### src/rtl/video_mode_ctrl_if.sv
// Camera/sender side signal bundle for video_mode_ctrl.
// master drives the camera and sender inputs; slave is the controller.
interface video_mode_ctrl_if #(
    parameter int CNT_W = 16
);
    logic             frame_enable;
    logic             clk_enable;
    logic [1:0]       mode_req;
    logic             mode_req_valid;
    logic             tx_ack;
    logic             binary_enable1;
    logic             binary_enable2;
    logic [1:0]       active_mode;
    logic             tx_req;
    logic [CNT_W-1:0] frame_cnt;
    logic [CNT_W-1:0] err_cnt;

    modport master (
        output frame_enable, clk_enable, mode_req, mode_req_valid, tx_ack,
        input  binary_enable1, binary_enable2, active_mode, tx_req,
        input  frame_cnt, err_cnt
    );

    modport slave (
        input  frame_enable, clk_enable, mode_req, mode_req_valid, tx_ack,
        output binary_enable1, binary_enable2, active_mode, tx_req,
        output frame_cnt, err_cnt
    );
endinterface

### src/rtl/video_mode_ctrl.sv
// Frame sequencer: applies pixel-stage modes only in blanking,
// validates frame pixel counts and hands good frames to the sender.
module video_mode_ctrl #(
    parameter int H_ACTIVE    = 640,
    parameter int V_ACTIVE    = 480,
    parameter int PIX_CNT_W   = 19,
    parameter int TIMEOUT_CYC = 1000000,
    parameter int CNT_W       = 16
) (
    input  logic clk,
    input  logic rst,
    video_mode_ctrl_if.slave bus
);
    localparam int WD_W = $clog2(TIMEOUT_CYC + 1);
    localparam logic [PIX_CNT_W-1:0] FRAME_PIX = PIX_CNT_W'(H_ACTIVE * V_ACTIVE);
    localparam logic [WD_W-1:0]      WD_LAST   = WD_W'(TIMEOUT_CYC - 1);

    typedef enum logic [2:0] {
        WAIT_GAP,
        WAIT_START,
        ACTIVE,
        CHECK,
        TX
    } state_t;

    state_t               r_state;
    state_t               w_state_nxt;
    logic                 r_fe_d;
    logic [1:0]           r_pending;
    logic [1:0]           r_active_mode;
    logic                 r_en1;
    logic                 r_en2;
    logic                 r_tx_req;
    logic [CNT_W-1:0]     r_frame_cnt;
    logic [CNT_W-1:0]     r_err_cnt;
    logic [PIX_CNT_W-1:0] r_pix_cnt;
    logic [WD_W-1:0]      r_wdog;

    logic w_rise;
    logic w_fall;
    logic w_start;
    logic w_frame_ok;
    logic w_err;
    logic w_tx_clr;

    assign w_rise = bus.frame_enable & ~r_fe_d;
    assign w_fall = ~bus.frame_enable & r_fe_d;

    // State register.
    always_ff @(posedge clk or posedge rst) begin
        if (rst) r_state <= WAIT_GAP;
        else     r_state <= w_state_nxt;
    end

    // Next-state and per-cycle event decode.
    always_comb begin
        w_state_nxt = r_state;
        w_start     = 1'b0;
        w_frame_ok  = 1'b0;
        w_err       = 1'b0;
        w_tx_clr    = 1'b0;
        case (r_state)
            WAIT_GAP: begin
                if (!bus.frame_enable) w_state_nxt = WAIT_START;
            end
            WAIT_START: begin
                if (w_rise) begin
                    w_start     = 1'b1;
                    w_state_nxt = ACTIVE;
                end
            end
            ACTIVE: begin
                if (w_fall) begin
                    w_state_nxt = CHECK;
                end else if (r_wdog == WD_LAST) begin
                    w_err       = 1'b1;
                    w_state_nxt = WAIT_GAP;
                end
            end
            CHECK: begin
                if (r_pix_cnt == FRAME_PIX) begin
                    w_frame_ok  = 1'b1;
                    w_state_nxt = TX;
                end else begin
                    w_err       = 1'b1;
                    w_state_nxt = WAIT_START;
                end
            end
            TX: begin
                if (bus.tx_ack) begin
                    w_tx_clr    = 1'b1;
                    w_state_nxt = WAIT_GAP;
                end
            end
            default: w_state_nxt = WAIT_GAP;
        endcase
    end

    // Mode request capture and blanking-only apply.
    always_ff @(posedge clk or posedge rst) begin
        if (rst) begin
            r_fe_d        <= 1'b0;
            r_pending     <= 2'd0;
            r_active_mode <= 2'd0;
            r_en1         <= 1'b0;
            r_en2         <= 1'b0;
        end else begin
            r_fe_d <= bus.frame_enable;
            if (bus.mode_req_valid && bus.mode_req != 2'd3)
                r_pending <= bus.mode_req;
            if (r_state == WAIT_START && !bus.frame_enable)
                r_active_mode <= r_pending;
            r_en1 <= (r_active_mode == 2'd2);
            r_en2 <= (r_active_mode == 2'd1);
        end
    end

    // Pixel counter and watchdog for the frame in flight.
    always_ff @(posedge clk or posedge rst) begin
        if (rst) begin
            r_pix_cnt <= '0;
            r_wdog    <= '0;
        end else if (w_start) begin
            r_pix_cnt <= {{(PIX_CNT_W-1){1'b0}}, bus.clk_enable};
            r_wdog    <= '0;
        end else if (r_state == ACTIVE) begin
            if (bus.clk_enable && r_pix_cnt != '1)
                r_pix_cnt <= r_pix_cnt + 1'b1;
            r_wdog <= r_wdog + 1'b1;
        end
    end

    // Result counters and sender request.
    always_ff @(posedge clk or posedge rst) begin
        if (rst) begin
            r_frame_cnt <= '0;
            r_err_cnt   <= '0;
            r_tx_req    <= 1'b0;
        end else begin
            if (w_frame_ok)
                r_frame_cnt <= r_frame_cnt + 1'b1;
            if (w_err && r_err_cnt != '1)
                r_err_cnt <= r_err_cnt + 1'b1;
            if (w_frame_ok)
                r_tx_req <= 1'b1;
            else if (w_tx_clr)
                r_tx_req <= 1'b0;
        end
    end

    assign bus.binary_enable1 = r_en1;
    assign bus.binary_enable2 = r_en2;
    assign bus.active_mode    = r_active_mode;
    assign bus.tx_req         = r_tx_req;
    assign bus.frame_cnt      = r_frame_cnt;
    assign bus.err_cnt        = r_err_cnt;
endmodule
### src/flat_wrapper.sv
// flat-port wrapper written by rule: the top's interface ports become plain ports
module video_mode_ctrl_flat 
#(
    parameter int H_ACTIVE    = 640,
    parameter int V_ACTIVE    = 480,
    parameter int PIX_CNT_W   = 19,
    parameter int TIMEOUT_CYC = 1000000,
    parameter int CNT_W       = 16
)
  (clk, rst, bus_frame_enable, bus_clk_enable, bus_mode_req, bus_mode_req_valid, bus_tx_ack, bus_binary_enable1, bus_binary_enable2, bus_active_mode, bus_tx_req, bus_frame_cnt, bus_err_cnt);
  video_mode_ctrl_if #(.CNT_W(CNT_W)) bus_i ();
  input  logic clk;
  input  logic rst;
  input wire logic [$bits(bus_i.frame_enable)-1:0] bus_frame_enable;
  input wire logic [$bits(bus_i.clk_enable)-1:0] bus_clk_enable;
  input wire logic [$bits(bus_i.mode_req)-1:0] bus_mode_req;
  input wire logic [$bits(bus_i.mode_req_valid)-1:0] bus_mode_req_valid;
  input wire logic [$bits(bus_i.tx_ack)-1:0] bus_tx_ack;
  output wire logic [$bits(bus_i.binary_enable1)-1:0] bus_binary_enable1;
  output wire logic [$bits(bus_i.binary_enable2)-1:0] bus_binary_enable2;
  output wire logic [$bits(bus_i.active_mode)-1:0] bus_active_mode;
  output wire logic [$bits(bus_i.tx_req)-1:0] bus_tx_req;
  output wire logic [$bits(bus_i.frame_cnt)-1:0] bus_frame_cnt;
  output wire logic [$bits(bus_i.err_cnt)-1:0] bus_err_cnt;
  assign bus_i.frame_enable = bus_frame_enable;
  assign bus_i.clk_enable = bus_clk_enable;
  assign bus_i.mode_req = bus_mode_req;
  assign bus_i.mode_req_valid = bus_mode_req_valid;
  assign bus_i.tx_ack = bus_tx_ack;
  assign bus_binary_enable1 = bus_i.binary_enable1;
  assign bus_binary_enable2 = bus_i.binary_enable2;
  assign bus_active_mode = bus_i.active_mode;
  assign bus_tx_req = bus_i.tx_req;
  assign bus_frame_cnt = bus_i.frame_cnt;
  assign bus_err_cnt = bus_i.err_cnt;
  video_mode_ctrl #(.H_ACTIVE(H_ACTIVE), .V_ACTIVE(V_ACTIVE), .PIX_CNT_W(PIX_CNT_W), .TIMEOUT_CYC(TIMEOUT_CYC), .CNT_W(CNT_W)) u_core (.clk(clk), .rst(rst), .bus(bus_i));
endmodule
### config.mk
export PLATFORM = sky130hd
export DESIGN_NAME = video_mode_ctrl_flat
export DESIGN_NICKNAME = d
export VERILOG_FILES = /design/src/rtl/video_mode_ctrl_if.sv /design/src/rtl/video_mode_ctrl.sv /design/src/flat_wrapper.sv
export SDC_FILE = /design/constraint.sdc
export NUM_CORES = 1
export LEC_CHECK = 0
export ABC_AREA = 1
export BUFFER_PORTS_ARGS = -buffer_cell sky130_fd_sc_hd__buf_4
export CORE_AREA = 8 8 96 107
export CTS_BUF_LIST = sky130_fd_sc_hd__clkbuf_16
export DETAILED_ROUTE_END_ITERATION = 6
export DIE_AREA = 0 0 104 115
export PLACE_DENSITY_LB_ADDON = 0.08
export RECOVER_POWER = 50
export SYNTH_ARGS = -nofsm -noshare
export SYNTH_HDL_FRONTEND = slang
export SYNTH_SLANG_ARGS = --single-unit
### constraint.sdc
create_clock -name clk -period 3.3 [get_ports clk]
set_input_delay 0.495 -clock clk [delete_from_list [all_inputs] [get_ports clk]]
set_output_delay 0.495 -clock clk [all_outputs]
set_load 0.02 [all_outputs]
==> impl_metrics.env <==
export IMPL_outcome="finished with violations"
export IMPL_failed_checks="capacitance limit, slew limit"
export IMPL_regToRegSetupSlack_ps=980
export IMPL_numCtsBuffers=9
export IMPL_pre_cts_ws_ps=1040
export IMPL_holdPathEnd="u_core.r_state[2]$_DFFE_PP0P_"
export IMPL_max_freq_ghz=0.432
export IMPL_grt_usage_pct=19.1
export IMPL_synth_top_area_cell="dfrtp_1"
export IMPL_hp_start="bus_tx_ack"
export IMPL_wirelength_um=11200
export IMPL_clockBufferDepth=2
export IMPL_tightest_slew_ps=2010
export IMPL_slew_headroom_pct=-34.2
export IMPL_powerDensity_mw_per_mm2=547
export IMPL_slew_viol_final=83
export IMPL_grt_setup_unrepaired="no"
export IMPL_r2r_end="u_core.bus.frame_cnt[2]$_DFFE_PP0P_"
export IMPL_synth_top_flop_cell="dfrtp_1"
export IMPL_num_vias=4471
export IMPL_setup_viol=0
export IMPL_final_fill_count=772
export IMPL_place_area_mm2=0.00536
export IMPL_start_kind="register"
export IMPL_async_flop_share_pct=100
export IMPL_end_kind="register"
export IMPL_grt_pass1_vias=4325
export IMPL_fin_crit_sh_pct=70.2
export IMPL_io_buffers=44
export IMPL_timing_final_ws_setup_ps=983
export IMPL_grt_max_degree=83
export IMPL_synth_edff_count=0
export IMPL_r2r_start="u_core.r_pix_cnt[0]$_DFFE_PP0P_"
export IMPL_dr_wl_met2_um=5460
export IMPL_rr_worst_depth=8
export IMPL_ys_seq_area_share_pct=41.3
export IMPL_viasPerCell=5.29
export IMPL_dp_hpwl_um=7930
export IMPL_cp_required_ps=3550
export IMPL_cts_tree="done"
export IMPL_core_area_mm2=0.00856
export IMPL_hold_path_depth=2
export IMPL_fin_crit_ps=2320
export IMPL_cts_root_buf="clkbuf_16"
export IMPL_syn_avg_cell_area_um2=7.26
export IMPL_ir_drop_mv=0.318
export IMPL_cts_setup_buffers=0
export IMPL_antenna_left=0
export IMPL_cp_max_fo=23
export IMPL_synth_area_leaders="dfrtp_1, nand2_1, nor2_1"
export IMPL_io_pins=45
export IMPL_cts_hold_buf=0
export IMPL_multi_input_area_mm2=0.00255
export IMPL_cellInternalPower_mw=1.93
export IMPL_synth_seq_cells=82
export IMPL_cts_resized=0
export IMPL_layout_drive_gt1_share_pct=11.4
export IMPL_drtIter0Drc=244
export IMPL_syn_nets=697
export IMPL_pwr_share_seq_pct=44.2
export IMPL_wl_per_cell_um=13.2
export IMPL_htree_num_levels=3
export IMPL_overflow=0
export IMPL_p_leak_nw=2.67
export IMPL_synth_top_cell_area_share_pct=41.3
export IMPL_dieWidth_um=104
export IMPL_grt_pass1_wl_um=19100
export IMPL_synth_warnings=0
export IMPL_register_area_mm2=0.00205
export IMPL_cp_startpoint="u_core.r_pix_cnt[0]$_DFFE_PP0P_"
export IMPL_synth_cell_types=35
export IMPL_finalHoldViolCount=0
export IMPL_drt_pass1_iterations=4
export IMPL_crit_arrival_ps=2570
export IMPL_rows=36
export IMPL_die_area_mm2=0.0120
export IMPL_met1_length_um=4930
export IMPL_power_frac_clock_pct=29.4
export IMPL_insertion_delay_ps=340
export IMPL_diodes=0
export IMPL_synthesis_area_mm2=0.00496
export IMPL_gp_congestion=0.883
export IMPL_area_growth_syn_to_layout_pct=12.3
export IMPL_start_util_pct=58.0
export IMPL_hold_class="primary input to register"
export IMPL_route_met3_wl_um=486
export IMPL_drc=0
export IMPL_cts_sinks=82
export IMPL_switchingPower_mw=1.12
export IMPL_antenna_found_initial=0
export IMPL_clkTransAtPathRegs_ps=60
export IMPL_switching_share_pct=36.8
export IMPL_synthCells=684
export IMPL_top_layer_used="met4"
export IMPL_postLayoutCellArea_mm2=0.00557
export IMPL_combPwrFrac_pct=26.5
export IMPL_clock_skew_ps=5.92
export IMPL_crit_type="register to register"
export IMPL_tns_ps=0
export IMPL_die_h_um=115
export IMPL_fin_nets=739
export IMPL_maxCapViolCount=1
-- registers in the layout (all words and copies together) (netlist names), 2 cells and up --
name	cells
u_core.bus.active_mode	2
u_core.bus.err_cnt	16
u_core.r_pix_cnt	19
u_core.r_wdog	20
u_core.r_state	3
u_core.bus.frame_cnt	16
u_core.r_pending	2
-- synth_stat cells, types with 2 or more instances --
cell	number
nor3_1	16
nor2_2	4
nor3_2	2
buf_6	4
o21ai_2	7
nand4_1	16
nand3_2	2
inv_2	4
nand3_1	71
nand2_1	186
nor3b_1	2
nor2_4	2
xor2_1	32
nand3b_1	5
a21oi_1	14
buf_2	6
nand2_2	11
nor4_1	2
ha_1	5
clkbuf_1	4
inv_1	66
o21ai_0	31
xnor2_1	2
dfrtp_1	82
nor2_1	98
-- per-layer routing --
metal,up-vias,global-route usage [%]
li1,2283,-
met1,2070,21.9
met2,97,33.4
met3,21,3.14
met4,0,10.8
met5,-,0
-- worst max path at each step --
| stage | to | slack (ps) | cells after the start |
|---|---|---|---|
| floorplan | u_core.bus.active_mode[0]$_DFFE_PP0P_ | 700 | 1 |
| CTS | u_core.bus.frame_cnt[2]$_DFFE_PP0P_ | 990 | 8 |
| global route | u_core.bus.frame_cnt[2]$_DFFE_PP0P_ | 630 | 8 |
| global placement | u_core.bus.frame_cnt[2]$_DFFE_PP0P_ | 1130 | 8 |
| finish | u_core.bus.frame_cnt[2]$_DFFE_PP0P_ | 980 | 8 |
| detailed placement | u_core.bus.frame_cnt[2]$_DFFE_PP0P_ | 1040 | 8 |
-- area by class of cell --
| type | instances | area share, % |
|---|---|---|
| Clock inverter | 7 | 0.674 |
| Tap cell | 114 | 2.56 |
| Clock buffer | 9 | 4.04 |
| Inverter | 70 | 4.74 |
| Multi-Input combinational cell | 517 | 45.7 |
| Timing Repair Buffer | 46 | 5.48 |
| Sequential cell | 82 | 36.8 |
-- cell families after synthesis --
kind of cell / Yosys count / synth area share [%]
AND/OR/NAND/NOR: 422 / 37.8
XOR/XNOR: 34 / 6.00
buffers and inverters: 85 / 7.26
adder cells (fa/ha/maj): 5 / 1.26
flip-flops: 82 / 41.3
AO/OA/AOI/OAI: 56 / 6.35
-- metrics by stage --
stage	power, mW	std cells	hold WS [ps]	util (%)
CTS	3.09	845	302	65.6
finish	3.05	845	379	65.1
global route	3.24	845	374	65.1
floorplan	1.97	684	454	-
detailed placement	2.18	829	445	62.6
global placement	2.16	829	445	62.6
-- cells in the final DEF (no fill, tap or decap), types with 3 or more instances in the layout --
| cell type | synthesis | routed |
|---|---|---|
| o21ai_2 | 7 | 7 |
| nor2_2 | 4 | 4 |
| nand3_1 | 71 | 72 |
| ha_1 | 5 | 5 |
| a21oi_1 | 14 | 14 |
| clkinv_2 | 0 | 3 |
| inv_1 | 66 | 68 |
| nor3_1 | 16 | 16 |
| clkbuf_16 | 0 | 9 |
| nand2_1 | 186 | 186 |
| nand2_2 | 11 | 11 |
| dfrtp_1 | 82 | 82 |
| nand3b_1 | 5 | 5 |
| nor2_1 | 98 | 98 |
| o21ai_0 | 31 | 31 |
| xor2_1 | 32 | 32 |
| nand4_1 | 16 | 16 |
| clkbuf_1 | 4 | 10 |
| buf_4 | 1 | 33 |
-- critical path: stages (launching register included) --
cell     delay (ps)
dfrtp_1         430
inv_1           140
ha_1            160
nand3_1          70
nor2_1          140
nand4_1         390
inv_1           620
o21ai_0         170
o21ai_0         110
-- power groups by stage --
stage	sequential [mW]	clock, mW	combinational (mW)
4_1_cts	1.34	0.917	0.834
6_report	1.35	0.895	0.807
3_5_place_dp	1.36	0	0.824
3_3_place_gp	1.36	0	0.806
2_1_floorplan	1.37	0	0.598
5_1_grt	1.37	0.959	0.904
(Power assumes the default switching activity.)
